### src/rtl/wide_add_seq.sv
// wide_add_seq: drives an external W-bit combinational adder one word per
// cycle (LSW first) to add two WORDS*W-bit operands, chaining the carry
// through a register and presenting the assembled sum and final carry.
module wide_add_seq #(
    parameter int W     = 32,
    parameter int WORDS = 4,
    parameter int IDXW  = (WORDS > 1) ? $clog2(WORDS) : 1
) (
    input  logic                 clk,
    input  logic                 rst,
    input  logic                 in_valid,
    output logic                 in_ready,
    input  logic [WORDS*W-1:0]   a,
    input  logic [WORDS*W-1:0]   b,
    input  logic                 cin,
    output logic [W-1:0]         add_x1,
    output logic [W-1:0]         add_x2,
    output logic                 add_cin,
    input  logic [W-1:0]         add_s,
    input  logic                 add_cout,
    output logic                 out_valid,
    input  logic                 out_ready,
    output logic [WORDS*W-1:0]   sum,
    output logic                 cout
);

    typedef enum logic [1:0] {
        IDLE = 2'd0,
        RUN  = 2'd1,
        DONE = 2'd2
    } state_t;

    localparam logic [IDXW-1:0] LAST = IDXW'(WORDS - 1);

    state_t                     state;
    state_t                     state_next;
    logic [IDXW-1:0]            idx;
    logic                       carry;
    logic [WORDS-1:0][W-1:0]    a_reg;
    logic [WORDS-1:0][W-1:0]    b_reg;
    logic [WORDS-1:0][W-1:0]    sum_reg;
    logic                       cout_reg;

    // Handshake outputs come straight from the state register.
    assign in_ready  = (state == IDLE);
    assign out_valid = (state == DONE);
    assign sum       = sum_reg;
    assign cout      = cout_reg;

    // State register; reset abandons any operation in flight.
    always_ff @(posedge clk or posedge rst) begin
        if (rst) begin
            state <= IDLE;
        end else begin
            state <= state_next;
        end
    end

    // Next-state logic and adder drive; adder inputs are held at zero
    // outside RUN so the attached adder does not toggle needlessly.
    always_comb begin
        state_next = state;
        add_x1     = '0;
        add_x2     = '0;
        add_cin    = 1'b0;
        case (state)
            IDLE: begin
                if (in_valid) begin
                    state_next = RUN;
                end
            end
            RUN: begin
                add_x1  = a_reg[idx];
                add_x2  = b_reg[idx];
                add_cin = carry;
                if (idx == LAST) begin
                    state_next = DONE;
                end
            end
            DONE: begin
                if (out_ready) begin
                    state_next = IDLE;
                end
            end
            default: state_next = IDLE;
        endcase
    end

    // Operand capture, per-word result collection and carry chaining.
    always_ff @(posedge clk or posedge rst) begin
        if (rst) begin
            idx      <= '0;
            carry    <= 1'b0;
            a_reg    <= '0;
            b_reg    <= '0;
            sum_reg  <= '0;
            cout_reg <= 1'b0;
        end else begin
            case (state)
                IDLE: begin
                    if (in_valid) begin
                        a_reg <= a;
                        b_reg <= b;
                        carry <= cin;
                        idx   <= '0;
                    end
                end
                RUN: begin
                    sum_reg[idx] <= add_s;
                    carry        <= add_cout;
                    if (idx == LAST) begin
                        cout_reg <= add_cout;
                        idx      <= '0;
                    end else begin
                        idx <= idx + IDXW'(1);
                    end
                end
                default: begin
                end
            endcase
        end
    end

endmodule

### config.mk
export PLATFORM = sky130hd
export DESIGN_NAME = wide_add_seq
export DESIGN_NICKNAME = d
export VERILOG_FILES = /design/src/rtl/wide_add_seq.sv
export SDC_FILE = /design/constraint.sdc
export NUM_CORES = 1
export LEC_CHECK = 0
export CELL_PAD_IN_SITES_DETAIL_PLACEMENT = 1
export CELL_PAD_IN_SITES_GLOBAL_PLACEMENT = 2
export CORE_MARGIN = 2
export CORE_UTILIZATION = 40
export DETAILED_ROUTE_END_ITERATION = 10
export DONT_BUFFER_PORTS = 1
export PLACE_DENSITY = 0.86
export SLEW_MARGIN = 0
export SYNTH_ARGS = -nofsm -noshare
export SYNTH_HDL_FRONTEND = slang
export SYNTH_SLANG_ARGS = --single-unit
### constraint.sdc
create_clock -name clk -period 20 [get_ports clk]
set_input_delay 4 -clock clk [delete_from_list [all_inputs] [get_ports clk]]
set_output_delay 4 -clock clk [all_outputs]
set_load 0.03 [all_outputs]
# Yosys cells after proc, flatten, opt, wreduce, memory -nomap -nowiden
# Cells that the tools add are included.
# W data, S select, Z words.
# totals
elab_cells	51
reg_bits	390
input_bits	294
out_inout_bits	196
# classes
mux	19
reduce_logical	7
magnitude_cmp	2
n_addsub	1
eq_ne	6
# ops
cell	count
$mux W32	5
$bmux W32 S2	2
$bwmux W128	1
$demux W32 S2	1
$mux W2	5
$pmux W2 S3	1
$reduce_and A2 Y1	3
$eq A2 B2 Y1 const B	2
$ne A2 B2 Y1 const B	2
$pmux W2 S2	1
$lt A2 B3 Y1 const B	1
$reduce_and A3 Y1	1
$add A2 B1 Y2 const B	1
$eq A2 B1 Y1 const B	1
$ge A2 B1 Y1 const B	1
$logic_not A2 Y1	1
$mux W1	2
$ne A2 B1 Y1 const B	1
$pmux W1 S2	1
$reduce_bool A2 Y1	1
$logic_and A1 B1 Y1	1

# Longest topological paths before layout
# Gate-level depths: netlist of the first run.
# logic_depth
depth_word	5
depth_mapped	8
ltp_nobuf	4

# Worst setup path before layout of the first run
# OpenSTA, ideal clock, no wires.
# synth_path
path_type	reg-to-output
startpoint	register idx[1]
endpoint	output port add_x1[0]
setup_slack_ps	14419
required_ps	16000
path_buffers	2
arrival_ps	1581
stages_incl_launch_ff	5
cell_sequence	dfrtp_1 -> or3b_1 -> buf_2 -> buf_2 -> o22ai_1
# synth_between
elab_chain_cells	3
# synth_lines
element	line	rtl
start, declared	37	logic [IDXW-1:0] idx;
start signal, assigned	115	idx <= idx + IDXW'(1);
$bmux W32 S2	73	add_x1 = a_reg[idx];
$mux W32 (implied by the code)	73	
$mux W32	66	case (state)
end, declared	16	output logic [W-1:0] add_x1,
# No other way between the ends. The select of a mux whose other input is x is not followed.

# Worst setup path in the final report of the first run
# layout_path
startpoint	register state[0]
endpoint	output port add_x1[14]
# layout_between
elab_chain_cells	2
# layout_lines
element	line	rtl
start, declared	35	state_t state;
start signal, assigned	55	state <= state_next;
$eq A2 B1 Y1	66	
$mux W32	66	
# No other way between the ends.

==> impl_metrics.toml, run 1 <==
[outcome]
status = "completed"

[worst_setup_path]
path_class = "register to output port"
reg2reg_to = "b_reg[98]"
cp_slowest_cell = "nand3b_1"
crit_path_max_incr_delay_ns = 0.86
rrSetupSlack_ns = 16.14
crit_path_end_kind = "output port"
r2r_start = "state[0]"
cp_data_required_time_ns = 16.00
crit_start = "state[0]"
crit_fanout = 46
arrival_ns = 3.58
crit_chain = "nand3b_1 -> buf_4 -> o22ai_1"
r2r_cells = 4
startpoint_type = "register"

[min_path]
whs_endpoint = "a_reg[77]"
min_from = "a_reg[77]"
hold_class = "register to register"
min_path_cells = 1

[floorplan]
dieArea_mm2 = 0.04289
core_area_mm2 = 0.04074
start_util_pct = 40.50
die_x_um = 207.1
rows = 74
die_y_um = 207.1
ios = 490

[sta]
tightest_slew_ns = 1.115
clock_skew_ns = 0.008604
slew_viol_final = 0
relSlewSlack_pct = 25.64
worst_slack_ns = 12.42
fin_setup_tns_ns = 0
hold_viol = 0
rsz0062_at_grt = "false"
period_minus_slack_ns = 7.576
fmax_mhz = 132.0
setup_viol = 0
period_share_pct = 37.88

[power]
clockPowerShare_pct = 19.6
power.density_mw_per_mm2 = 210.6
netSwitchingPower_w = 0.001580
power_w = 0.003819
switching_share_pct = 41.37
combPwrFrac_pct = 34.8
p_leak_nw = 7.609
p_int_w = 0.002239
peakVddDrop_mv = 0.09826
pwr-share-seq_pct = 45.7

[detailed_routing]
route.met2.wl_um = 21010
routed_wl_um = 41070
drc = 0
wl_met3_um = 3250
drt-initial-drc-count = 360
viasPerCell = 5.513
routed.top_layer = "met5"
drt.antenna.violating_nets = 0
vias = 8947
wl_met1_um = 15700
wl_per_cell_um = 25.31
drt-pass1-iter-count = 5

[synthesis]
synthDistinctLibCells = 25
synth-seq-cells = 390
syn-num-nets = 1367
syn_inst = 1069
ys_warn_count = 0
seq_area_frac_synth_pct = 59.14
synth.avg_cell_area_um2 = 15.44
synth_area_mm2 = 0.01650

[clock_tree]
cts_hold_buf = 0
cts_tree = "built"
cts_buffers = 42
h-tree-depth = 2
cts_resized = 0
cts_sinks = 390
clock_path_buffers = 3
root_buffer = "clkbuf_16"
insertion_delay_ns = 0.54
cts_setup_buffers = 0
clk_pin_slew_worst_paths_ns = 0.06

[placement]
place_hpwl_um = 28160
io_buffers = 0
place_congestion = 0.7713
dp_slack_ns = 12.83

[grt]
first_global_vias = 9905
grt_use_total_pct = 18.81
grt_pass1_wl_um = 62680
antenna_found_initial = 13
grt_max_degree = 114
gr-total-overflow = 0

[final_layout]
finish.utilization_pct = 44.51
final_layout_size_suffix_gt1_share_pct = 42.22
final_common_cell = "dfrtp_1"
area_growth_pct = 9.903
final_cell_mix = "dfrtp_1, mux2_2, mux2i_1"
fillers = 3987
final_nets = 1350

[flow_run]
max-cap-violations = 0
## worst max-delay path: cells and delay by family, from the launching register on
| family | cells | cell delay [ns] |
|---|---|---|
| AND/OR/NAND/NOR | 1 | 0.86 |
| AO/OA/AOI/OAI | 1 | 0.79 |
| flip-flops | 1 | 0.69 |
| buffers and inverters | 1 | 0.66 |
## cell type report
| type | instances | area (um2) | area share, % |
|---|---|---|---|
| flip-flops and latches | 390 | 9763 | 53.84 |
| clock inverters | 9 | 83.83 | 0.4623 |
| repair buffers | 10 | 75.07 | 0.4140 |
| clock buffers | 63 | 1241 | 6.844 |
| well taps | 532 | 665.6 | 3.670 |
| multi-input cells | 602 | 6248 | 34.46 |
| diodes | 11 | 27.53 | 0.1518 |
| inverters | 6 | 30.03 | 0.1656 |
## cell usage after synthesis
library cell  instances  share of area, %
o21ai_0               1             0.030
mux2_2              377                26
inv_1                 6              0.14
a21oi_1               1             0.030
mux2i_1             128               7.8
nor2_1                2             0.046
nand3b_1              1             0.046
mux2_1                8              0.55
ha_1                  4              0.30
buf_2                32              0.97
dfrtp_1             390                59
buf_6                 9              0.61
clkbuf_1              2             0.046
a222oi_1              1             0.061
nor3b_2               1             0.076
and2_1                1             0.038
nand2b_1              3              0.11
or3b_1                1             0.053
a22o_1                2              0.11
nor2b_1               2             0.076
buf_4                28               1.3
o22ai_1              64               2.4
o21bai_1              1             0.046
nand3b_4              1              0.12
nand3b_2              3              0.20
## how the worst max path moves through the flow
stage / to / slack, ns / cells past startpoint
final: add_x1[14] / 12.42 / 3
after CTS: add_x1[14] / 12.31 / 3
after global placement: b_reg[40] / 12.90 / 4
after detailed placement: b_reg[98] / 12.83 / 4
after floorplan: a_reg[0] / 5.16 / 1
after global routing: add_x1[14] / 12.20 / 3
## power by group through the flow
| stage | logic (W) | clock network (W) | registers [W] |
|---|---|---|---|
| 2_1_floorplan | 0.00118 | 0 | 0.00164 |
| 3_5_place_dp | 0.00134 | 0 | 0.00176 |
| 4_1_cts | 0.00135 | 0.000770 | 0.00175 |
| 5_1_grt | 0.00142 | 0.000800 | 0.00180 |
| 6_report | 0.00133 | 0.000747 | 0.00175 |
| 3_3_place_gp | 0.00130 | 0 | 0.00174 |
## kinds of logic after synthesis
kind of cell	after synthesis	share of synthesized area, %
flip-flops	390	59.14
adder cells (fa/ha/maj)	4	0.3033
AND/OR/NAND/NOR	15	0.7735
AO/OA/AOI/OAI	70	2.699
multiplexers	513	34.04
buffers and inverters	77	3.041
## stage by stage
stage,hold slack [ns],instances,area (um2)
5_1_grt,0.5132,1620,18130
6_report,0.5034,1623,18130
2_1_floorplan,0.4799,1069,16500
3_3_place_gp,0.4879,1540,16780
3_5_place_dp,0.4949,1540,16780
4_1_cts,0.5075,1612,18110
## routing by layer
layer  GRT usage (%)  vias to the layer above
met2           32.05                      316
met5               0                        -
met3           7.004                       73
li1                -                     3855
met1           21.63                     4691
met4           6.823                       12
(Power assumes the default switching activity.)
==> run 2, diff against run 1 <==
clock period = 7.2 ns   (was 20 ns; I/O delays follow)
==> impl_metrics.toml, run 2 (synthesis gave the netlist of run 1 again) <==
[outcome]
status = "completed"

[grt]
grt_use_total_pct = 18.95
grt_max_degree = 181
antenna_found_initial = 18
gr-total-overflow = 0
grt_pass1_wl_um = 63160
first_global_vias = 10087

[final_layout]
area_growth_pct = 9.767
final_common_cell = "dfrtp_1"
final_layout_size_suffix_gt1_share_pct = 41.56
finalNonFillerCells = 1622
final_cell_mix = "dfrtp_1, mux2_2, mux2i_1"
final_nets = 1349

[worst_setup_path]
crit_path_end_kind = "output port"
path_class = "register to output port"
cp_slowest_cell = "dfrtp_4"
crit_path_max_incr_delay_ns = 0.92
startpoint_type = "register"
crit_fanout = 43
cp_data_required_time_ns = 5.76
crit_chain = "buf_4 -> mux2i_1 -> o22ai_1"
arrival_ns = 2.98

[floorplan]
dieArea_mm2 = 0.04289
die_y_um = 207.1
die_x_um = 207.1
start_util_pct = 40.50
core_area_mm2 = 0.04074
rows = 74
ios = 490

[min_path]
hold_class = "register to register"

[placement]
placed_cells = 1539
io_buffers = 0
place_congestion = 0.7831
place_hpwl_um = 28390

[sta]
clock_skew_ns = 0.009599
fin_setup_tns_ns = 0
slew_viol_final = 0
relSlewSlack_pct = 27.15
setup_viol = 0
rsz0062_at_grt = "false"
tightest_slew_ns = 1.093
period_minus_slack_ns = 4.421
fin_hold_ws_ns = 0.5027
fmax_mhz = 226.2
period_share_pct = 61.40
hold_viol = 0

[detailed_routing]
drt-pass1-iter-count = 4
wl_per_cell_um = 25.31
drt.antenna.violating_nets = 0
drt-initial-drc-count = 413
routed_wl_um = 41050
vias = 9013
drc = 0
viasPerCell = 5.557

[clock_tree]
clock_path_buffers = 3
clk_pin_slew_worst_paths_ns = 0.05
cts_hold_buf = 0
h-tree-depth = 2
cts_resized = 0
cts_buffers = 42
cts_tree = "built"
cts_sinks = 390
insertion_delay_ns = 0.54
root_buffer = "clkbuf_16"
cts_setup_buffers = 0

[power]
p_leak_nw = 7.572
clockPowerShare_pct = 19.0
switching_share_pct = 41.52
pwr-share-seq_pct = 46.3
power_w = 0.01055
p_int_w = 0.006172
netSwitchingPower_w = 0.004382
combPwrFrac_pct = 34.6
power.density_mw_per_mm2 = 582.7
peakVddDrop_mv = 0.2637

[flow_run]
max-cap-violations = 0
-- run 2: cell count changes in the layout (fill, tap and decap cells not counted), sizes merged --
cell / change
inv: -2
clkinvlp: +2
diode: +1
clkinv: -2
clkbuf: +1
buf: -1
-- run 2: critical path, delay by kind of cell (launching register included) --
kind / cells / cell delay [ns]
buffers and inverters: 1 / 0.58
flip-flops: 1 / 0.92
AO/OA/AOI/OAI: 1 / 0.65
multiplexers: 1 / 0.21
-- run 2: final cells by class --
type,instances,area (um2)
Tap cell,532,665.6
Inverter,6,26.28
Antenna cell,12,30.03
Clock inverter,7,66.31
Multi-Input combinational cell,602,6248
Sequential cell,390,9763
Clock buffer,64,1195
Timing Repair Buffer,9,117.6
Fill cell,3981,22630
-- run 2: final timing paths --
kind                            from    endpoint  slack (ns)  depth (start not counted)
min in group asynchronous        rst   b_reg[73]        0.90                          1
setup / recovery              idx[0]  add_x2[26]        2.78                          3
setup reg to reg              idx[0]     sum[43]        4.05                          4
hold reg to reg            b_reg[86]   b_reg[86]        0.50                          1
max in group asynchronous        rst      idx[0]        4.75                          2
hold / removal             b_reg[86]   b_reg[86]        0.50                          1
-- run 2: per-stage QoR --
stage	instance area [um2]	utilization (%)	worst slack, ns
final	18110	44.46	2.779
after global routing	18110	44.45	2.581
after detailed placement	16820	41.29	3.291
after global placement	16820	41.29	3.283
after floorplan	16500	-	0.5141
after CTS	18080	44.39	2.687
-- run 2: layer usage --
layer	up-vias	GRT usage [%]	share of wire, %
met5	-	0	0.20
met4	12	9.064	3.8
met3	106	7.444	8.8
met2	351	31.78	50
met1	4688	21.09	37
li1	3856	-	-
-- run 2: power groups by stage --
stage	clock network, W	logic (W)	registers, W
4_1_cts	0.00207	0.00371	0.00491
3_5_place_dp	0	0.00370	0.00494
6_report	0.00201	0.00366	0.00489
2_1_floorplan	0	0.00327	0.00456
3_3_place_gp	0	0.00357	0.00488
5_1_grt	0.00215	0.00392	0.00504
